File: src/rtl/washing_machine_control.sv
// Washing-machine programme sequencer: IDLE -> DRAIN -> FILL -> AGITATE -> SPIN -> SETTLE.
// Optional macro DOOR_PAUSE_EN adds a PAUSE state entered on door-open during a programme.
module washing_machine_control (
  input  logic clk,
  input  logic rst,
  input  logic td,
  input  logic tf,
  input  logic tr,
  input  logic ts,
  input  logic tw,
  input  logic door,
  input  logic start,
  output logic agitator,
  output logic motor,
  output logic pump,
  output logic speed,
  output logic water_fill,
  output logic reset
);

  typedef enum logic [2:0] {
    S_IDLE    = 3'd0,
    S_DRAIN   = 3'd1,
    S_FILL    = 3'd2,
    S_AGITATE = 3'd3,
    S_SPIN    = 3'd4,
    S_SETTLE  = 3'd5,
    S_PAUSE   = 3'd6
  } state_t;

  state_t r_state;
  state_t w_state_next;

  logic r_agitator, r_motor, r_pump, r_speed, r_water_fill, r_reset;
  logic w_agitator, w_motor, w_pump, w_speed, w_water_fill, w_reset;

`ifdef DOOR_PAUSE_EN
  state_t r_saved;
`endif

  always_comb begin
    w_state_next = r_state;
    case (r_state)
      S_IDLE:    if (start && !door) w_state_next = S_DRAIN;
      S_DRAIN:   if (td) w_state_next = S_FILL;
      S_FILL:    if (tf) w_state_next = S_AGITATE;
      S_AGITATE: if (tr) w_state_next = S_SPIN;
      S_SPIN:    if (ts) w_state_next = S_SETTLE;
      S_SETTLE:  if (tw) w_state_next = S_IDLE;
`ifdef DOOR_PAUSE_EN
      S_PAUSE:   if (!door) w_state_next = r_saved;
`endif
      default:   w_state_next = S_IDLE;
    endcase
`ifdef DOOR_PAUSE_EN
    // An open door wins over a timer done arriving in the same cycle.
    if (door && (r_state inside {S_DRAIN, S_FILL, S_AGITATE, S_SPIN, S_SETTLE}))
      w_state_next = S_PAUSE;
`endif
  end

  // Outputs are decoded from the next state so they line up with the state register.
  always_comb begin
    w_agitator   = 1'b0;
    w_motor      = 1'b0;
    w_pump       = 1'b0;
    w_speed      = 1'b0;
    w_water_fill = 1'b0;
    case (w_state_next)
      S_DRAIN:   w_pump = 1'b1;
      S_FILL:    w_water_fill = 1'b1;
      S_AGITATE: begin
        w_agitator = 1'b1;
        w_motor    = 1'b1;
      end
      S_SPIN: begin
        w_pump  = 1'b1;
        w_motor = 1'b1;
        w_speed = 1'b1;
      end
      default: ;
    endcase
    w_reset = (w_state_next != r_state) && (r_state != S_PAUSE) &&
              (w_state_next inside {S_DRAIN, S_FILL, S_AGITATE, S_SPIN, S_SETTLE});
  end

  always_ff @(posedge clk) begin
    if (rst) begin
      r_state      <= S_IDLE;
      r_agitator   <= 1'b0;
      r_motor      <= 1'b0;
      r_pump       <= 1'b0;
      r_speed      <= 1'b0;
      r_water_fill <= 1'b0;
      r_reset      <= 1'b0;
    end else begin
      r_state      <= w_state_next;
      r_agitator   <= w_agitator;
      r_motor      <= w_motor;
      r_pump       <= w_pump;
      r_speed      <= w_speed;
      r_water_fill <= w_water_fill;
      r_reset      <= w_reset;
    end
  end

`ifdef DOOR_PAUSE_EN
  always_ff @(posedge clk) begin
    if (rst)
      r_saved <= S_IDLE;
    else if (w_state_next == S_PAUSE && r_state != S_PAUSE)
      r_saved <= r_state;
  end
`endif

  assign agitator   = r_agitator;
  assign motor      = r_motor;
  assign pump       = r_pump;
  assign speed      = r_speed;
  assign water_fill = r_water_fill;
  assign reset      = r_reset;

endmodule

File: config.mk
export PLATFORM = sky130hd
export DESIGN_NAME = washing_machine_control
export DESIGN_NICKNAME = d
export VERILOG_FILES = /design/src/rtl/washing_machine_control.sv
export SDC_FILE = /design/constraint.sdc
export NUM_CORES = 1
export LEC_CHECK = 0
export ABC_CLOCK_PERIOD_IN_PS = 2400
export CORE_AREA = 10 10 47 49
export CTS_BUF_LIST = sky130_fd_sc_hd__clkbuf_16
export DETAILED_ROUTE_END_ITERATION = 6
export DIE_AREA = 0 0 57 59
export PLACE_DENSITY_LB_ADDON = 0.15
export SETUP_SLACK_MARGIN = 0.3
export SLEW_MARGIN = 20
export SYNTH_ARGS = -nofsm -noshare
export SYNTH_HDL_FRONTEND = slang
export SYNTH_SLANG_ARGS = --single-unit
export TNS_END_PERCENT = 10
File: constraint.sdc
create_clock -name clk -period 2.4 [get_ports clk]
set_clock_uncertainty 0.05 [all_clocks]
set_input_delay 0.72 -clock clk [delete_from_list [all_inputs] [get_ports clk]]
set_output_delay 0.72 -clock clk [all_outputs]
set_load 0.1 [all_outputs]
Yosys cells after proc, flatten, opt, wreduce, memory -nomap -nowiden. Cells that the tools add are included.

Register bits: 9. Input bits: 9. Output and inout port bits: 6. Word-level logic and storage cells: 39.

Equality and inequality tests: 12. Multiplexer cells: 12. Reductions and logical operators: 8.

Operators with widths (count): 2-to-1 mux 3 bit (6); one-hot mux 3 bit (6 select lines) (1); == test 3 x 2 -> 1 bit (second input constant) (4); == test 3 bit (second input constant) (4); == test 3 x 1 -> 1 bit (second input constant) (2); 2-to-1 mux 1 bit (5); nonzero test 5 bit (1); OR reduction 2 bit (2); logical AND 1 bit (3); logical NOT 3 bit (1); inequality test 3 bit (1); inequality test 3 bit (second input constant) (1); logical NOT 1 bit (1).

Depth between registers and ports, before layout.
Word-level depth: 7. Mapped depth: 5. Gate-level depth less buffers: 4.

Worst setup path after synthesis. No wires, ideal clock.

Path kind: input port to flip-flop. From: input port door. To: register r_motor, in the netlist motor. Library setup time: 121 ps. Arrival time: 1754 ps. Data required time: 2229 ps. Slack: 475 ps. Cell stages on the path: 4. Buffers on the path: 0. Path through: or3b_4 -> a211o_1 -> nand3_2 -> mux2_4.

Word-level cells in the longest chain between the ends: 7. Elaborated cells on any way between the ends: 8. Those cells by class: 2 x eq/ne; 3 x mux; 3 x reduce/logical.

Ends and longest elaborated chain: start: declaration (RTL line 11) `input logic door,`; logical NOT 1 bit * (RTL line 44) `S_IDLE: if (start && !door) w_state_next = S_DRAIN;`; logical AND 1 bit * (RTL line 44); 2-to-1 mux 3 bit * (RTL line 44); one-hot mux 3 bit (6 select lines) * (RTL line 43) `case (r_state)`; == test 3 x 2 -> 1 bit / == test 3 bit (equally long branches) (RTL line 69) `case (w_state_next)`; OR reduction 2 bit (no line) *; 2-to-1 mux 1 bit * (RTL line 69); end signal: assignment (RTL line 99) `r_motor <= w_motor;`; end: declaration (RTL line 34) `logic r_agitator, r_motor, r_pump, r_speed, r_water_fill, r_reset;`.

Every way passes the cells marked *; elsewhere a longest branch is shown, timed or not. A chain may end at the register's enable or synchronous reset.

Final worst setup path.
From: input port td. To: register r_motor, in the netlist motor.

Word-level cells in the longest chain between the ends: 5. Elaborated cells on any way between the ends: 6. Those cells by class: 2 x eq/ne; 3 x mux; 1 x reduce/logical.

Ends and longest elaborated chain: start: declaration (RTL line 6) `input logic td,`; 2-to-1 mux 3 bit * (RTL line 45) `S_DRAIN: if (td) w_state_next = S_FILL;`; one-hot mux 3 bit (6 select lines) * (RTL line 43); == test 3 x 2 -> 1 bit / == test 3 bit (equally long branches) (RTL line 69); OR reduction 2 bit (no line) *; 2-to-1 mux 1 bit * (RTL line 69).

Marks and branches as above.

==> qor.yml <==
grt_max_degree: 11
pin_count: 15
synth.distinct_cells: 25
leakagePower_nw: 0.2627
ys.flop_type: "dfxtp_1"
dp_hpwl_um: 708.6
syn2layout_area_growth_pct: 54.43
synthSimpleGateAreaFrac_pct: 28.44
setup_viol: 0
grt_pass1_wl_um: 1559
cts.sinks: 9
die_h_um: 59
cp.required_ns: 2.47
htree_levels: 1
rrSetupSlack_ns: 0.75
post_drt_wl_per_cell_um: 12.15
drt-pass1-iter-count: 1
fin_nets: 69
post-place-cells: 71
worst_setup_path_end_kind: "register"
tns_ns: 0
holdCritPathClass: "reg -> reg"
criticalPathCategory: "in -> reg"
synthTopCellsByArea: "dfxtp_1, a21oi_1, mux2_4, nor3b_1, a31oi_1"
syn_nets: 50
synth_xor_area_share_pct: 0
powerDensity_nw_per_um2: 843.1
n_antenna_cell: 0
tritoncts: "yes"
critPathBufInv: 1
port_buffers: 14
numCtsBuffers: 3
min_period_ns: 1.974
clkTransAtPathRegs_ns: 0.04
synthCells: 41
final_cells: 75
drive_gt1_share_pct: 32.20
grt_usage_pct: 6.033
startpoint_type: "input port"
drc: 0
start_util_pct: 29.20
synth_seq_cells: 9
synth_largest_area_cell: "dfxtp_1"
syn_avg_cell_area_um2: 9.979
synth_common_cells: "dfxtp_1, a21oi_1, nand2_1"
slowest_stage: "clkdlybuf4s50_1"
cts-root-buf: "clkbuf_16"
num-fill-cells: 150
status: "complete, no violations"
critPathArrivalTime_ns: 2.04
fp.coreArea_um2: 1401
post_cts_buffers: 0
yosys_warnings: 0
max_slew_margin_pct: 72.50
synthAdderAreaFrac_pct: 0
vias: 345
clock_tree.buffer_depth: 2
synth-edff-count: 0
synth-compound-area-share_pct: 17.74
crit_chain: "clkdlybuf4s50_1 > or2b_1 > a211o_1 > nand3_2 > mux2_4"
clk_latency_ns: 0.23
drt_iter0_markers: 0
fin_crit_sh_pct: 82.26
yosys.area.top_type_share_pct: 44.04
rsz0062_at_grt: "no"
yosysSeqAreaShare_pct: 44.04
synthMuxAreaShare_pct: 3.670
ctsHoldBuffers: 0
drv_cap: 0
irDropWorstVdd_mv: 0.2015
crit_family: "buffers and inverters"
yosysMostFrequentCell: "dfxtp_1"
gp_congestion: 0.7298
slew_violations: 0
synthArstFlopShare_pct: 0
dieArea_um2: 3363
syn_area_um2: 409.1
die_x_um: 57
synth_top_family_by_area: "simple AND/OR/NAND/NOR gates"
grt-ovfl-total: 0
hold_viol: 0
max_stage_delay_ns: 0.43
cp_max_fo: 3
routed_via_density: 4.600
antenna_left: 0
worst_pin_slew_ns: 0.4101
drt-total-wl_um: 911
antenna_found_initial: 0
grt_pass1_vias: 370
fmax_ghz: 0.5065
row_count: 14
## metrics by stage
stage	cell area (um^2)	setup slack, ns	hold WS [ns]	util, %	power, W
floorplan	409.1	0.4747	0.5213	-	0.0002226
global placement	555.5	0.03008	0.6033	39.64	0.0002517
detailed placement	555.5	0.02295	0.5874	39.64	0.0002517
CTS	631.9	0.4249	0.6053	45.09	0.0005390
global route	631.9	0.3890	0.6572	45.09	0.0005531
finish	631.9	0.4258	0.5964	45.09	0.0005327
## logic make-up (layout without fill, tap and decap cells)
group	after synthesis	in the layout
buffers and inverters	4	22
DFF	9	9
and+or+nand+nor	17	17
AOI/OAI and AO/OA	10	10
muxes	1	1
## worst reg2reg max path, delay by kind of cell, from the launching register on
| kind | cells | cell delay [ns] |
|---|---|---|
| simple gates | 2 | 0.50 |
| flops | 1 | 0.38 |
| compound gates | 1 | 0.32 |
| mux | 1 | 0.29 |
## layer usage
| layer | share of wire [%] | track usage (%) | routed length (um) | vias to the layer above |
|---|---|---|---|---|
| li1 | - | - | - | 185 |
| met3 | 8.3 | 2.575 | 76 | 2 |
| met1 | 48 | 6.611 | 440 | 144 |
| met2 | 40 | 7.442 | 367 | 14 |
| met4 | 3.0 | 8.054 | 27 | 0 |
| met5 | 0 | 0 | 0 | - |
## repair_timing
| action | CTS | global route |
|---|---|---|
| endpoints found under the hold margin | 0 | 0 |
| setup endpoints to repair | 1 | 0 |
| resized for setup | 2 | 0 |
## area by class of cell
cell class | instances | area, um^2 | area share [%]
Clock inverter | 1 | 3.754 | 0.5941
Timing Repair Buffer | 17 | 145.1 | 22.97
Clock buffer | 3 | 75.07 | 11.88
Inverter | 1 | 3.754 | 0.5941
Sequential cell | 9 | 180.2 | 28.51
Tap cell | 16 | 20.02 | 3.168
Multi-Input combinational cell | 28 | 203.9 | 32.28
## worst paths after layout
kind,depth (start not counted),end,from
max reg2reg,4,motor$_SDFF_PP0_,r_state[0]$_SDFF_PP0_
max,5,motor$_SDFF_PP0_,td
min reg2reg,2,r_state[1]$_SDFF_PP0_,r_state[1]$_SDFF_PP0_
min,2,r_state[1]$_SDFF_PP0_,r_state[1]$_SDFF_PP0_
## registers in the layout, indices dropped and copies added (netlist names)
name	cells
speed	1
r_state	3
reset	1
water_fill	1
agitator	1
pump	1
motor	1
## power breakdown
group | switching, W | leakage (nW) | internal, W
Clock | 0.0000679 | 0.0423 | 0.000217
Combinational | 0.0000503 | 0.147 | 0.0000338
Sequential | 0.00000632 | 0.0732 | 0.000157
Total | 0.000125 | 0.263 | 0.000408
## cells in the final DEF, fill, tap and decap left out, drive strengths merged
cell type	instances
clkdlybuf4s50	6
or3b	1
nand3b	1
mux2	1
nor2b	1
nor3	1
buf	9
and2	1
inv	2
nor3b	2
nor2	2
dlygate4sd2	2
o21ai	1
clkbuf	3
a31oi	3
a211oi	1
and4bb	1
a221o	1
dfxtp	9
nand3	2
nand2	3
a211o	1
and4b	1
a21oi	3
or2b	1
No activity file was read; power rests on OpenSTA's default activity.
